**config.mk**
```make
export PLATFORM = sky130hd
export DESIGN_NAME = press_classifier
export DESIGN_NICKNAME = d
export VERILOG_FILES = /design/src/rtl/btn_pkg.sv /design/src/rtl/tick_gen.sv /design/src/rtl/press_classifier.sv
export SDC_FILE = /design/constraint.sdc
export NUM_CORES = 1
export LEC_CHECK = 0
export BUFFER_PORTS_ARGS = -buffer_cell sky130_fd_sc_hd__buf_2
export CAP_MARGIN = 40
export CORE_UTILIZATION = 42
export CTS_CLUSTER_SIZE = 8
export DETAILED_ROUTE_END_ITERATION = 8
export PLACE_DENSITY_LB_ADDON = 0.2
export RECOVER_POWER = 100
export SETUP_SLACK_MARGIN = 0.15
export SYNTH_ARGS = -nofsm -noshare
export SYNTH_HDL_FRONTEND = slang
export SYNTH_HIERARCHICAL = 1
export SYNTH_SLANG_ARGS = --single-unit
```
**constraint.sdc**
```tcl
create_clock -name clk -period 5.5 [get_ports clk]
set_clock_uncertainty 0.15 [all_clocks]
set_input_delay 0.55 -clock clk [delete_from_list [all_inputs] [get_ports clk]]
set_output_delay 0.55 -clock clk [all_outputs]
set_load 0.005 [all_outputs]
```
**src/rtl/btn_pkg.sv**
```systemverilog
`default_nettype none
// ----------------------------------------------------------------------------
// btn_pkg: state encoding and constant helpers shared by the button blocks
// Rev 1.0
// ----------------------------------------------------------------------------
package btn_pkg;

  localparam logic [2:0] IDLE     = 3'd0;
  localparam logic [2:0] PRESS1   = 3'd1;
  localparam logic [2:0] LONG     = 3'd2;
  localparam logic [2:0] WAIT2    = 3'd3;
  localparam logic [2:0] WAIT_REL = 3'd4;

  function automatic int clog2(input int value);
    int r;
    r = 0;
    while ((1 << r) < value) r = r + 1;
    return r;
  endfunction

endpackage
`default_nettype wire

```
**src/rtl/tick_gen.sv**
```systemverilog
`default_nettype none
// ----------------------------------------------------------------------------
// tick_gen: free-running prescaler, one-cycle tick every DIV clocks
// Rev 1.0
// ----------------------------------------------------------------------------
module tick_gen
  import btn_pkg::*;
#(
  parameter int DIV = 50000
) (
  input  logic clk,
  input  logic reset,
  output logic tick
);

  localparam int            PW       = clog2(DIV);
  localparam logic [PW-1:0] PRE_LAST = PW'(DIV - 1);

  logic [PW-1:0] pre_q;
  logic [PW-1:0] pre_d;

  assign tick = (pre_q == PRE_LAST);

  always_comb begin
    pre_d = tick ? '0 : pre_q + 1'b1;
  end

  always_ff @(posedge clk or posedge reset) begin
    if (reset) pre_q <= '0;
    else       pre_q <= pre_d;
  end

endmodule
`default_nettype wire

```
**src/rtl/press_classifier.sv**
```systemverilog
`default_nettype none
// ----------------------------------------------------------------------------
// press_classifier: debounced level -> short / long / double press events
// Rev 1.0
// ----------------------------------------------------------------------------
module press_classifier
  import btn_pkg::*;
#(
  parameter int TICK_DIV     = 50000,
  parameter int LONG_TICKS   = 1000,
  parameter int DOUBLE_TICKS = 250
) (
  input  logic clk,
  input  logic reset,
  input  logic db,
  output logic short_press,
  output logic long_press,
  output logic double_press,
  output logic held
);

  localparam int            MAXT        = (LONG_TICKS > DOUBLE_TICKS) ? LONG_TICKS : DOUBLE_TICKS;
  localparam int            CW          = clog2(MAXT + 1);
  localparam logic [CW-1:0] LONG_LAST   = CW'(LONG_TICKS - 1);
  localparam logic [CW-1:0] DOUBLE_LAST = CW'(DOUBLE_TICKS - 1);

  logic          tick;
  logic [2:0]    state_q, state_d;
  logic [CW-1:0] cnt_q, cnt_d;
  logic          short_q, short_d;
  logic          long_q, long_d;
  logic          double_q, double_d;
  logic          held_q, held_d;

  tick_gen #(
    .DIV (TICK_DIV)
  ) u_tick_gen (
    .clk   (clk),
    .reset (reset),
    .tick  (tick)
  );

  // Release and second press are tested first so they win over a coincident tick.
  always_comb begin
    state_d  = state_q;
    short_d  = 1'b0;
    long_d   = 1'b0;
    double_d = 1'b0;
    case (state_q)
      IDLE:     if (db) state_d = PRESS1;
      PRESS1: begin
        if (!db) begin
          state_d = WAIT2;
        end else if (tick && cnt_q == LONG_LAST) begin
          state_d = LONG;
          long_d  = 1'b1;
        end
      end
      LONG:     if (!db) state_d = IDLE;
      WAIT2: begin
        if (db) begin
          state_d  = WAIT_REL;
          double_d = 1'b1;
        end else if (tick && cnt_q == DOUBLE_LAST) begin
          state_d = IDLE;
          short_d = 1'b1;
        end
      end
      WAIT_REL: if (!db) state_d = IDLE;
      default:  state_d = IDLE;
    endcase

    held_d = (state_d == LONG);

    if (state_d != state_q) begin
      cnt_d = '0;
    end else if (tick && (state_q == PRESS1 || state_q == WAIT2) && cnt_q != '1) begin
      cnt_d = cnt_q + 1'b1;
    end else begin
      cnt_d = cnt_q;
    end
  end

  always_ff @(posedge clk or posedge reset) begin
    if (reset) begin
      state_q  <= IDLE;
      cnt_q    <= '0;
      short_q  <= 1'b0;
      long_q   <= 1'b0;
      double_q <= 1'b0;
      held_q   <= 1'b0;
    end else begin
      state_q  <= state_d;
      cnt_q    <= cnt_d;
      short_q  <= short_d;
      long_q   <= long_d;
      double_q <= double_d;
      held_q   <= held_d;
    end
  end

  assign short_press  = short_q;
  assign long_press   = long_q;
  assign double_press = double_q;
  assign held         = held_q;

endmodule
`default_nettype wire

```
== Word-level counts from Yosys, hierarchy flattened ==
Index checks and enable logic that the tools add are counted.

* Register bits after elaboration: 33
* Input port bits: 3
* Output and inout port bits: 4
* Word-level logic and storage cells: 45

* $add $sub $neg: 2
* Equality and inequality tests: 10
* Multiplexer cells: 18
* Reductions and logical operators: 8

{| class="wikitable"
|+ Operators by type and width
! kind !! count
|-
| $mux W10 || 2
|-
| $mux W3 || 6
|-
| $add A16 B1 Y16 const B || 1
|-
| $eq A16 B16 Y1 const B || 1
|-
| $mux W16 || 1
|-
| $pmux W3 S4 || 1
|-
| $add A10 B1 Y10 const B || 1
|-
| $eq A10 B10 Y1 const B || 1
|-
| $eq A10 B8 Y1 const B || 1
|-
| $ne A10 B10 Y1 const B || 1
|-
| $eq A3 B2 Y1 const B || 3
|-
| $mux W1 || 8
|-
| $logic_and A1 B1 Y1 || 4
|-
| $eq A3 B1 Y1 const B || 1
|-
| $eq A3 B3 Y1 const B || 1
|-
| $logic_not A3 Y1 || 1
|-
| $ne A3 B3 Y1 || 1
|-
| $reduce_bool A2 Y1 || 1
|-
| $reduce_or A2 Y1 || 1
|-
| $logic_or A1 B1 Y1 || 1
|}

== Longest topological paths before layout ==
* Word-level depth: 7
* Gate-level depth with buffers: 9
* Gate-level depth less buffers: 8

== Hierarchy ==
The synthesis kept the hierarchy.

{| class="wikitable"
|+ By module, submodules not included
! module !! instances !! cells each !! area each (µm²) !! seq. area each (µm²)
|-
| press_classifier || 1 || 108 || 994.7 || 425.4
|-
| tick_gen || 1 || 68 || 757.0 || 400.4
|}

== Least setup slack after synthesis ==
Ideal clock, no wire load.

* Kind: reg2reg
* From: register u_tick_gen.pre_q[4]
* To: register cnt_q[5]
* Arrival time: 2676 ps
* Data required time: 5254 ps
* Slack: 2579 ps
* Cell stages (with the launch flop): 9
* Path buffers: 1
* Period minus slack after synthesis: 2921 ps
* Path through: dfrtp_1 > or4b_4 > nor4_4 > nor4bb_1 > nand3_1 > mux2i_1 > a311o_1 > buf_6 > a311oi_2

* Cells in the longest elaborated chain, start to end: 7

{| class="wikitable"
|+ RTL lines
! what !! line !! RTL
|-
| from (decl) || tick_gen.sv:19 || <nowiki>logic [PW-1:0] pre_q;</nowiki>
|-
| from (signal assigned) || tick_gen.sv:30 || <nowiki>else pre_q <= pre_d;</nowiki>
|-
| $eq A16 B16 Y1 (*) || tick_gen.sv:22 || <nowiki>assign tick = (pre_q == PRE_LAST);</nowiki>
|-
| via tick || press_classifier.sv:27 || <nowiki>logic tick;</nowiki>
|-
| $logic_and A1 B1 Y1 (on tied branches) || press_classifier.sv:64, press_classifier.sv:54 ||
|-
| $mux W3 (on tied branches) || press_classifier.sv:64, press_classifier.sv:54 ||
|-
| $mux W3 (on tied branches) || press_classifier.sv:61, press_classifier.sv:52 ||
|-
| $pmux W3 S4 || press_classifier.sv:49 || <nowiki>case (state_q)</nowiki>
|-
| $ne A3 B3 Y1 || press_classifier.sv:75 || <nowiki>if (state_d != state_q) begin</nowiki>
|-
| $mux W10 / $reduce_bool A2 Y1 (equally long branches) || - ||
|-
| to (signal assigned) || press_classifier.sv:94 || <nowiki>cnt_q <= cnt_d;</nowiki>
|-
| to (decl) || press_classifier.sv:29 || <nowiki>logic [CW-1:0] cnt_q, cnt_d;</nowiki>
|}

Mark *: on every way through the listed nets, which the timed path passes. The rest lies on a longest branch.
A chain may end at the register's enable or synchronous reset.

== Worst setup path after layout ==
Same ends and word-level chain as after synthesis.

==> impl_metrics.toml <==
[clocking]
clock_tree.root_cell = "clkbuf_8"
cells_resized_by_post_cts_repair = 0
clk_path_buf_depth = 2
clock_sink_count = 33
clkLatencyLatePin_ns = 0.29
clkTransAtPathRegs_ns = 0.07
tritoncts_clock_tree = "yes"
cts_max_level = 2
cts_post_setup_buffers_inserted = 0
cts_hold_repair.buffers = 0
numCtsBuffers = 5

[sta]
slew_violations = 0
final.min_clock_period_ns = 3.27
min_period_over_period = 0.594
tightestPinTransition_ns = 0.720
clock.fmax_ghz = 0.306
worst_slew_margin_rel = 0.508
setup_viols_final = 0
timing_hold_violations_final = 0
setup_repair_after_global_routing_missed_its_margin = "false"
fin_setup_tns_ns = 0

[yosys]
synthMostInstantiatedCell = "dfrtp_1"
yosys_register_bits = 33
synth.cells.most_frequent = "33 x dfrtp_1, 25 x nor2_1, 13 x nand2_1, 11 x nand3_1, 11 x xor2_1"
synth_top_cells_by_area = "dfrtp_1 47%, xor2_1 5.5%, nor2_1 5.4%"
yosysSeqAreaShare = 0.471
ys.warnings.count = 6
synth.lib_cells_used.distinct = 40
syn-instance-count = 176
dominantRegCellSynth = "dfrtp_1"
synth_top_cell_area_share = 0.471
syn-num-nets = 182
asyncSetResetFlopFracSynth = 1.00
syn_area_per_cell_um2 = 9.95
synth_area_leader_cell = "dfrtp_1"
synth_enable_flop_cells = 0
synth.cell_area_um2 = 1750

[setup_path]
worst-path-max-fanout = 13
arrival_ns = 3.30
worst_setup_path_end_kind = "flip-flop"
worst-setup-path-type = "flip-flop to flip-flop"
timing.critical_path.required_ns = 5.53
cp-start-kind = "flip-flop"

[global_route]
gr-total-overflow = 0
number_of_antenna_violations_at_the_first_check_in_global_routing = 0
grt_max_degree = 18
grt_util_all_layers = 0.168
first_pass_grt_wire_length_mm = 5.42
first_global_vias = 1195

[floorplan]
floorplan.initialDensity = 0.438
fp.coreArea_um2 = 4000
dieArea_um2 = 4430
floorplan.die.width_um = 66.6
row_count = 23
chipHeight_um = 66.6
num_io_pins = 7

[power]
total_leakage_power_nw = 0.815
irDropWorstVdd_mv = 0.0859
power_density_nw_per_um2 = 295

[drt]
post_drt_via_cell_ratio = 5.54
drt-pass1-iter-count = 4
drt_iter0_drc = 65
detail_route.wirelength_mm = 3.14
routed_wire_length_per_instance_um = 13.5
drc = 0
ant_nets = 0
dr_total_vias = 1291

[placed_design]
place.detailed.hpwl_mm = 2.23
gp_congestion = 0.807
placed_cell_area_um2 = 1800
buffer_ports.inserted = 6

[final_layout]
layout-drive-gt1-share = 0.0710
antenna-diode-count = 0
finalInstanceArea_um2 = 1870
layout-area-overhead-vs-synth_pct = 7.00
net_total_in_the_final_layout = 189

[run]
max_cap_violations = 0

[worst_hold_path]
holdCritPathClass = "primary input to asynchronous set/reset pin"

[outcome]
outcome = "completed"
## placed cells by master (no fill, tap or decap), drive strengths merged, types with 3 or more instances in the layout
cell	count
dfrtp	33
nor2	25
nand2	13
nand3	11
xor2	11
clkbuf	11
nand4	9
xnor2	8
inv	6
and3	6
nor4	5
a21oi	4
mux2i	3
o21ai	3
nand3b	3
a31oi	3
ha	3
## per-stage QoR
stage / hold slack [ns] / instances / setup WS [ns] / power, mW / utilization
floorplan: 0.314 / 176 / 2.58 / 0.370 / -
global placement: 0.341 / 226 / 2.33 / 0.375 / 0.451
detailed placement: 0.348 / 226 / 2.22 / 0.377 / 0.451
CTS: 0.206 / 233 / 2.20 / 0.560 / 0.473
global route: 0.235 / 233 / 1.93 / 0.587 / 0.469
finish: 0.179 / 233 / 2.23 / 0.553 / 0.469
## metal layers
layer / track usage / vias to the layer above / part of all wire
met2: 0.242 / 16 / 0.45
met3: 0.0411 / 7 / 0.033
li1: - / 640 / -
met5: 0 / - / 0
met4: 0.0957 / 0 / 0.023
met1: 0.225 / 628 / 0.49
## report_power, final
| part | switching, mW | leakage (nW) | internal [mW] | total [mW] |
|---|---|---|---|---|
| registers | 0.0253 | 0.441 | 0.254 | 0.279 |
| clock network | 0.0847 | 0.0443 | 0.0992 | 0.184 |
| logic | 0.0535 | 0.329 | 0.0361 | 0.0896 |
## path summary, 6_finish.rpt
path                                     startpoint                   end  slack, ns  depth (start not counted)
worst max-delay path            u_tick_gen/pre_q[4]              cnt_q[5]       2.23                          7
worst min-delay path                          reset  u_tick_gen/pre_q[11]       0.18                          2
worst max register to register  u_tick_gen/pre_q[4]              cnt_q[5]       2.23                          7
worst min register to register  u_tick_gen/pre_q[0]   u_tick_gen/pre_q[0]       0.36                          1
max in group asynchronous                     reset              cnt_q[3]       4.57                          2
min in group clk                u_tick_gen/pre_q[0]   u_tick_gen/pre_q[0]       0.36                          1
## worst max-delay path: stages (launching register included)
cell      delay [ns]
dfrtp_1         0.43
or4b_4          0.55
nor4_4          0.60
nor4bb_1        0.43
nand3_1         0.18
mux2i_1         0.16
a311o_1         0.40
a311oi_1        0.26
## final cells by class
| cell class | instances | area (µm²) |
|---|---|---|
| flip-flops and latches | 33 | 826 |
| repair buffers | 6 | 25.0 |
| fillers | 390 | 2130 |
| clock buffers | 7 | 86.3 |
| well taps | 50 | 62.6 |
| multi-input cells | 131 | 852 |
| inverters | 6 | 22.5 |
## kinds of logic (layout without fill, tap and decap cells)
family / Yosys count / after routing / synth area share
AOI/OAI and AO/OA: 20 / 20 / 0.0836
xor gates and xnor gates: 19 / 19 / 0.0950
adders and majority gates: 3 / 3 / 0.0214
buffers and inverters: 12 / 19 / 0.0357
DFF: 33 / 33 / 0.471
muxes: 3 / 3 / 0.0171
and+or+nand+nor: 86 / 86 / 0.276
## registers in the layout, indices dropped and copies added (netlist names)
name              cells
u_tick_gen/pre_q     16
cnt_q                10
state_q               3
double_press          1
held                  1
long_press            1
short_press           1
Power figures use the tool's default switching activity.
